$ cat config.mk
export PLATFORM = sky130hd
export DESIGN_NAME = uart_rx_engine
export DESIGN_NICKNAME = d
export VERILOG_FILES = /design/src/rtl/uart_rx_engine.sv
export SDC_FILE = /design/constraint.sdc
export NUM_CORES = 1
export LEC_CHECK = 0
export CORE_MARGIN = 2
export CORE_UTILIZATION = 25
export CTS_CLUSTER_DIAMETER = 30
export DETAILED_ROUTE_END_ITERATION = 16
export PLACE_DENSITY = 0.43
export SYNTH_ARGS = -nofsm -noshare
export SYNTH_HDL_FRONTEND = slang
export SYNTH_SLANG_ARGS = --single-unit
$ cat constraint.sdc
create_clock -name clk -period 4.9 [get_ports clk]
set_input_delay 0.98 -clock clk [delete_from_list [all_inputs] [get_ports clk]]
set_output_delay 0.98 -clock clk [all_outputs]
set_load 0.03 [all_outputs]
$ cat src/rtl/uart_rx_engine.sv
// rtl/uart_rx_engine.sv - UART receiver: 2-flop synchronized rx, mid-bit sampling, optional parity, framing detection.
module uart_rx_engine #(
    parameter int DATA_BITS    = 8,
    parameter int CLKS_PER_BIT = 434,
    parameter int PARITY_EN    = 0,
    parameter int PARITY_ODD   = 0
) (
    input  logic                 clk,
    input  logic                 reset,
    input  logic                 rx,
    output logic [DATA_BITS-1:0] rx_data,
    output logic                 rx_valid,
    output logic                 parity_err,
    output logic                 framing_err,
    output logic                 busy
);

    localparam int CNT_W = $clog2(CLKS_PER_BIT);
    localparam int IDX_W = $clog2(DATA_BITS);
    localparam logic [CNT_W-1:0] HALF_LAST = CNT_W'(CLKS_PER_BIT / 2 - 1);
    localparam logic [CNT_W-1:0] BIT_LAST  = CNT_W'(CLKS_PER_BIT - 1);
    localparam logic [IDX_W-1:0] IDX_LAST  = IDX_W'(DATA_BITS - 1);
    localparam logic             ODD_L     = (PARITY_ODD != 0);

    typedef enum logic [2:0] {
        S_IDLE,
        S_START,
        S_DATA,
        S_PARITY,
        S_STOP,
        S_WAIT_HIGH
    } state_t;

    state_t               state_q, state_d;
    logic [CNT_W-1:0]     cnt_q, cnt_d;
    logic [IDX_W-1:0]     idx_q, idx_d;
    logic [DATA_BITS-1:0] shreg_q, shreg_d;
    logic                 par_q, par_d;
    logic [DATA_BITS-1:0] rx_data_q, rx_data_d;
    logic                 rx_valid_q, rx_valid_d;
    logic                 parity_err_q, parity_err_d;
    logic                 framing_err_q, framing_err_d;
    logic                 busy_q, busy_d;
    logic                 sync1_q, rx_s_q;
    logic [1:0]           settle_q;
    logic                 armed_q;
    logic                 mismatch;

    // Start detection is armed only once the synchronized line has been seen
    // high after reset, so a frame already in flight at release is ignored.
    always_ff @(posedge clk or posedge reset) begin
        if (reset) begin
            sync1_q  <= 1'b1;
            rx_s_q   <= 1'b1;
            settle_q <= 2'b00;
            armed_q  <= 1'b0;
        end else begin
            sync1_q  <= rx;
            rx_s_q   <= sync1_q;
            settle_q <= {settle_q[0], 1'b1};
            if (settle_q[1] && rx_s_q) begin
                armed_q <= 1'b1;
            end
        end
    end

    always_ff @(posedge clk or posedge reset) begin
        if (reset) begin
            state_q       <= S_IDLE;
            cnt_q         <= '0;
            idx_q         <= '0;
            shreg_q       <= '0;
            par_q         <= 1'b0;
            rx_data_q     <= '0;
            rx_valid_q    <= 1'b0;
            parity_err_q  <= 1'b0;
            framing_err_q <= 1'b0;
            busy_q        <= 1'b0;
        end else begin
            state_q       <= state_d;
            cnt_q         <= cnt_d;
            idx_q         <= idx_d;
            shreg_q       <= shreg_d;
            par_q         <= par_d;
            rx_data_q     <= rx_data_d;
            rx_valid_q    <= rx_valid_d;
            parity_err_q  <= parity_err_d;
            framing_err_q <= framing_err_d;
            busy_q        <= busy_d;
        end
    end

    assign mismatch = (PARITY_EN != 0) && (((^shreg_q) ^ par_q) != ODD_L);

    always_comb begin
        state_d       = state_q;
        cnt_d         = cnt_q + 1'b1;
        idx_d         = idx_q;
        shreg_d       = shreg_q;
        par_d         = par_q;
        rx_data_d     = rx_data_q;
        rx_valid_d    = 1'b0;
        parity_err_d  = 1'b0;
        framing_err_d = 1'b0;
        case (state_q)
            S_IDLE: begin
                cnt_d = '0;
                if (armed_q && !rx_s_q) begin
                    state_d = S_START;
                end
            end
            S_START: begin
                if (cnt_q == HALF_LAST) begin
                    cnt_d   = '0;
                    idx_d   = '0;
                    state_d = rx_s_q ? S_IDLE : S_DATA;
                end
            end
            S_DATA: begin
                if (cnt_q == BIT_LAST) begin
                    cnt_d   = '0;
                    shreg_d = {rx_s_q, shreg_q[DATA_BITS-1:1]};
                    if (idx_q == IDX_LAST) begin
                        state_d = (PARITY_EN != 0) ? S_PARITY : S_STOP;
                    end else begin
                        idx_d = idx_q + 1'b1;
                    end
                end
            end
            S_PARITY: begin
                if (cnt_q == BIT_LAST) begin
                    cnt_d   = '0;
                    par_d   = rx_s_q;
                    state_d = S_STOP;
                end
            end
            S_STOP: begin
                if (cnt_q == BIT_LAST) begin
                    cnt_d = '0;
                    if (rx_s_q) begin
                        rx_data_d    = shreg_q;
                        rx_valid_d   = 1'b1;
                        parity_err_d = mismatch;
                        state_d      = S_IDLE;
                    end else begin
                        framing_err_d = 1'b1;
                        state_d       = S_WAIT_HIGH;
                    end
                end
            end
            S_WAIT_HIGH: begin
                cnt_d = '0;
                if (rx_s_q) begin
                    state_d = S_IDLE;
                end
            end
            default: begin
                cnt_d   = '0;
                state_d = S_IDLE;
            end
        endcase
        busy_d = (state_d != S_IDLE);
    end

    assign rx_data     = rx_data_q;
    assign rx_valid    = rx_valid_q;
    assign parity_err  = parity_err_q;
    assign framing_err = framing_err_q;
    assign busy        = busy_q;

endmodule

== Yosys cells after proc, flatten, opt, wreduce, memory -nomap -nowiden ==
Index checks and enable logic that the tools add are counted.

* Flip-flop bits (word level): 39
* Bits of input ports: 3
* Output and inout port bits: 12
* Logic and storage cells: 58

* Eq/ne operators: 11
* Add/subtract/negate cells: 2
* Multiplexer cells: 23
* Reductions and logical operators: 10

{| class="wikitable"
|+ Operators with widths
! cell !! number
|-
| two-way mux 3 bit || 11
|-
| two-way mux 9 bit || 2
|-
| case mux 3 bit (6 select lines) || 1
|-
| case mux 9 bit (2 select lines) || 1
|-
| adder 9 x 1 -> 9 bit (second input constant) || 1
|-
| equality test 3 bit (second input constant) || 3
|-
| equality test 9 x 8 -> 1 bit (second input constant) || 1
|-
| equality test 9 bit (second input constant) || 1
|-
| equality test 3 x 2 -> 1 bit (second input constant) || 2
|-
| two-way mux 1 bit || 6
|-
| != test 2 bit (second input constant) || 3
|-
| case mux 3 bit (2 select lines) || 1
|-
| AND reduction 4 bit || 1
|-
| adder 3 x 1 -> 3 bit (second input constant) || 1
|-
| equality test 3 x 1 -> 1 bit (second input constant) || 1
|-
| zero test 3 bit || 1
|-
| AND reduction 3 bit || 1
|-
| nonzero test 3 bit || 1
|-
| OR reduction 3 bit || 1
|-
| logical AND 1 bit || 2
|-
| two-way mux 2 bit || 1
|-
| AND reduction 2 bit || 1
|-
| nonzero test 2 bit || 1
|-
| zero test 1 bit || 1
|}

== Longest topological paths before layout ==
* Word-level depth: 5
* Depth in mapped cells: 7

== Least setup slack after synthesis ==
No wires, ideal clock.

* Kind: register -> register
* From: register cnt_q[1]
* To: register shreg_q[0]
* Required time: 4.775 ns
* Period minus slack after synthesis: 2.047 ns
* Path buffers: 1
* Path slack: 2.853 ns
* Data arrival time: 1.921 ns
* Stages on the path, launching flop included: 8
* Path through: dfrtp_1 > inv_1 > ha_1 > nand2_1 > or4_4 > or3_1 > buf_6 > mux2_4

* Cells in the longest elaborated chain, start to end: 2

{| class="wikitable"
|+ Ends and longest elaborated chain
! element !! RTL line !! RTL
|-
| start, declared || 35 || <nowiki>logic [CNT_W-1:0] cnt_q, cnt_d;</nowiki>
|-
| start signal, assigned || 81 || <nowiki>cnt_q <= cnt_d;</nowiki>
|-
| equality test 9 bit || 120 || <nowiki>if (cnt_q == BIT_LAST) begin</nowiki>
|-
| AND reduction 2 bit (no line) || -- ||
|-
| end signal, assigned || 83 || <nowiki>shreg_q <= shreg_d;</nowiki>
|-
| end, declared || 37 || <nowiki>logic [DATA_BITS-1:0] shreg_q, shreg_d;</nowiki>
|}

No other way between the ends.
A chain may end at the register's enable or synchronous reset.

== Final worst setup path ==
* From: register framing_err_q, in the netlist framing_err
* To: output framing_err

{| class="wikitable"
|+ RTL lines
! element !! RTL line !! RTL
|-
| start, declared || 42 || <nowiki>logic framing_err_q, framing_err_d;</nowiki>
|-
| start signal, assigned || 88 || <nowiki>framing_err_q <= framing_err_d;</nowiki>
|-
| end, declared || 14 || <nowiki>output logic framing_err,</nowiki>
|}

No word-level cell between the ends.

==> flow_summary.toml <==
[clock_network]
cts_inserted_buffers = 5
worst_skew_pair.late_latency_ns = 0.29
cts_buffer_depth = 2
tritoncts = "yes"
cts.hold.buffers_added = 0
clock_pin_slew_reported_for_the_worst_setup_and_hold_paths_after_clock_tree_synthesis_ns = 0.08
clockRootBuffer = "clkbuf_8"
clk_sink_count = 39
post-cts-setup-buffer-count = 0
level_count_of_the_clock_h_tree = 2
cts-resized-gates = 0

[pwr]
vdd_ir_drop_max_mv = 0.1599
power_density_relative_to_cell_area_nw_per_um2 = 344.0
power.leakage_nw = 0.9462
total_power_w = 0.0006977

[synthesis]
mappedNetlistArea_sq_um = 1725
synthCells = 133
synth_area_leader_cell = "dfrtp_1"
yosys-top-cells-area = "dfrtp_1 54%, mux2_4 7.0%, mux2_2 5.9%"
ys_seq_elements = 39
synthArstFlopShare_pct = 100.0
synth-edff-count = 0
synth_warnings = 0
synth_seq_area_share_pct = 56.71
synth.lib_cells_used.distinct = 39
yosysTopAreaCellShare_pct = 53.66
synth.avg_cell_area_sq_um = 12.97
synth-main-ff-cell = "dfrtp_1"
mappedNetlistNets = 141

[drt]
drt_pass1_iterations = 4
antenna_violating_nets_post_route = 0
met2WireLength_microns = 1561
wl_met3_microns = 115
number_of_remaining_drc_errors = 0
wl_microns = 3190
wire_per_inst_microns = 13.87
detail_route.iter0.violations = 29
top_metal_layer_carrying_routed_signals = "met4"
vias = 1074
route.detailed.vias_per_inst = 4.670
detail_route.wirelength.met1_microns = 1424

[timing]
hold_violations = 0
fin_skew_ns = 0.009031
finalMaxSlewViolations = 0
rsz0062_at_grt = "no"
max_clock_freq_mhz = 435.9
final_min_period_over_clock_period_pct = 46.82
final.hold.worst_slack_ns = 0.3503
slew_headroom_pct = 51.90
timing.setup.tns_ns = 0
final_critical_path_setup_slack_ns = 2.606
setup_viol_count_final = 0
max_slew.worst_pin.slew_ns = 0.7215
final.min_clock_period_ns = 2.294

[placed_design]
io_buffer_count = 13
dpl_ws_ns = 2.626
globalplace.congestion = 0.8548
detailedPlacementHpwl_microns = 2178

[setup_path]
worst_ep_required_time_ns = 3.92
critPathSlowestCell = "clkdlybuf4s50_1"
timing.rr.start = "cnt_q[1]$_DFF_PP0_"
crit_path_buffers_inverters = 1
critical_path_peak_fanout = 1
cp-end-kind = "output pin"
cp_top_family = "buffers and inverters"
startpoint_type = "flip-flop"
crit_path_start = "framing_err$_DFF_PP0_"
arrival_ns = 1.31
critical-path-max-stage-delay_ns = 0.67
timing.critical_path.cells = "clkdlybuf4s50_1"
criticalPathCategory = "flip-flop to output pin"

[flow_run]
max_cap_viol_count = 0

[global_route]
grt_start_max_net_pins = 40
first_pass_grt_wire_length_microns = 5444
gr-total-overflow = 0
grt_pass1_vias = 1143
grt_util_all_layers_pct = 9.554
grt_antenna_before_repair = 0

[floorplan]
floorplan.die.height_microns = 87.08
coreArea_sq_um = 6719
std_cell_rows = 30
die_area_sq_um = 7582
io_pins = 15
die_x_microns = 87.08
floorplan.initialDensity_pct = 25.68

[finish]
drive_gt1_share_pct = 22.00
insertedDiodeCount = 0
syn2layout_area_growth_pct = 17.55
final.fill_count = 676
fin_nets = 157

[worst_hold_path]
holdCritStartpoint = "settle_q[0]$_DFF_PP0_"
timing.hold.worst.class = "flip-flop to flip-flop"

[run_status]
run_status = "completed"
## layout by cell type, fill, tap and decap left out, types with 3 or more instances in the layout
master / n
dfrtp_1: 37
clkdlybuf4s50_1: 13
nor2_1: 11
mux2_2: 9
mux2_4: 8
clkbuf_8: 6
nand2_1: 5
inv_1: 5
xor2_1: 5
ha_1: 5
nor3b_1: 3
nand4_1: 3
nand3_1: 3
## kinds of logic after synthesis
group           count (synthesis)  synth area share, %
simple gates                   41                14.72
other cells                     2               0.4353
fa+ha+maj                       5                3.626
flops                          39                56.71
compound gates                 12                5.294
buf+inv                        10                2.828
xor+xnor                        7                3.553
mux                            17                12.84
## layout make-up
class | count | area, sq um | share of cell area (%)
Inverter | 5 | 18.77 | 0.9254
Clock inverter | 1 | 8.758 | 0.4318
Sequential cell | 39 | 978.4 | 48.24
Tap cell | 80 | 100.1 | 4.935
Timing Repair Buffer | 14 | 137.6 | 6.786
Clock buffer | 7 | 86.33 | 4.257
Multi-Input combinational cell | 84 | 698.2 | 34.42
## per-stage QoR
step                      cell area [sq um]  util, %  instances
after CTS                              2028    30.19        230
after global routing                   2028    30.19        230
after detailed placement               1933    28.77        222
final                                  2028    30.19        230
after global placement                 1933    28.77        222
after floorplan                        1725        -        133
## routing by layer
layer	up-vias	global-route usage, %
li1	498	-
met1	543	11.42
met2	24	15.20
met5	-	0
met4	0	5.540
met3	9	2.844
## sequential cells by signal, indices dropped and copies added, names as in the netlist
register	cells
rx_data	8
framing_err	1
shreg_q	8
idx_q	3
settle_q	2
state_q	3
rx_valid	1
armed_q	1
rx_s_q	1
cnt_q	9
sync1_q	1
busy	1
## power breakdown
part | leakage [nW] | internal, W | switching [W]
combinational | 0.385 | 0.0000430 | 0.0000477
clock | 0.0484 | 0.000115 | 0.000111
sequential | 0.512 | 0.000347 | 0.0000342
## path summary, 6_finish.rpt
path / slack, ns / end / cells past startpoint
max: 2.61 / framing_err / 1
max in group asynchronous: 3.44 / sync1_q$_DFF_PP1_ / 3
min: 0.35 / settle_q[1]$_DFF_PP0_ / 0
max reg2reg: 2.62 / shreg_q[0]$_DFFE_PP0P_ / 6
min in group asynchronous: 1.11 / rx_data[7]$_DFFE_PP0P_ / 3
min reg2reg: 0.35 / settle_q[1]$_DFF_PP0_ / 0
## synth_stat cells (3+ instances only)
| library cell | instances |
|---|---|
| inv_1 | 5 |
| mux2_2 | 9 |
| ha_1 | 5 |
| clkbuf_1 | 3 |
| nand3_1 | 3 |
| xor2_1 | 5 |
| dfrtp_1 | 37 |
| nor3b_1 | 3 |
| nand2_1 | 5 |
| nand4_1 | 3 |
| mux2_4 | 8 |
| nor2_1 | 11 |
Power figures use the tool's default switching activity.
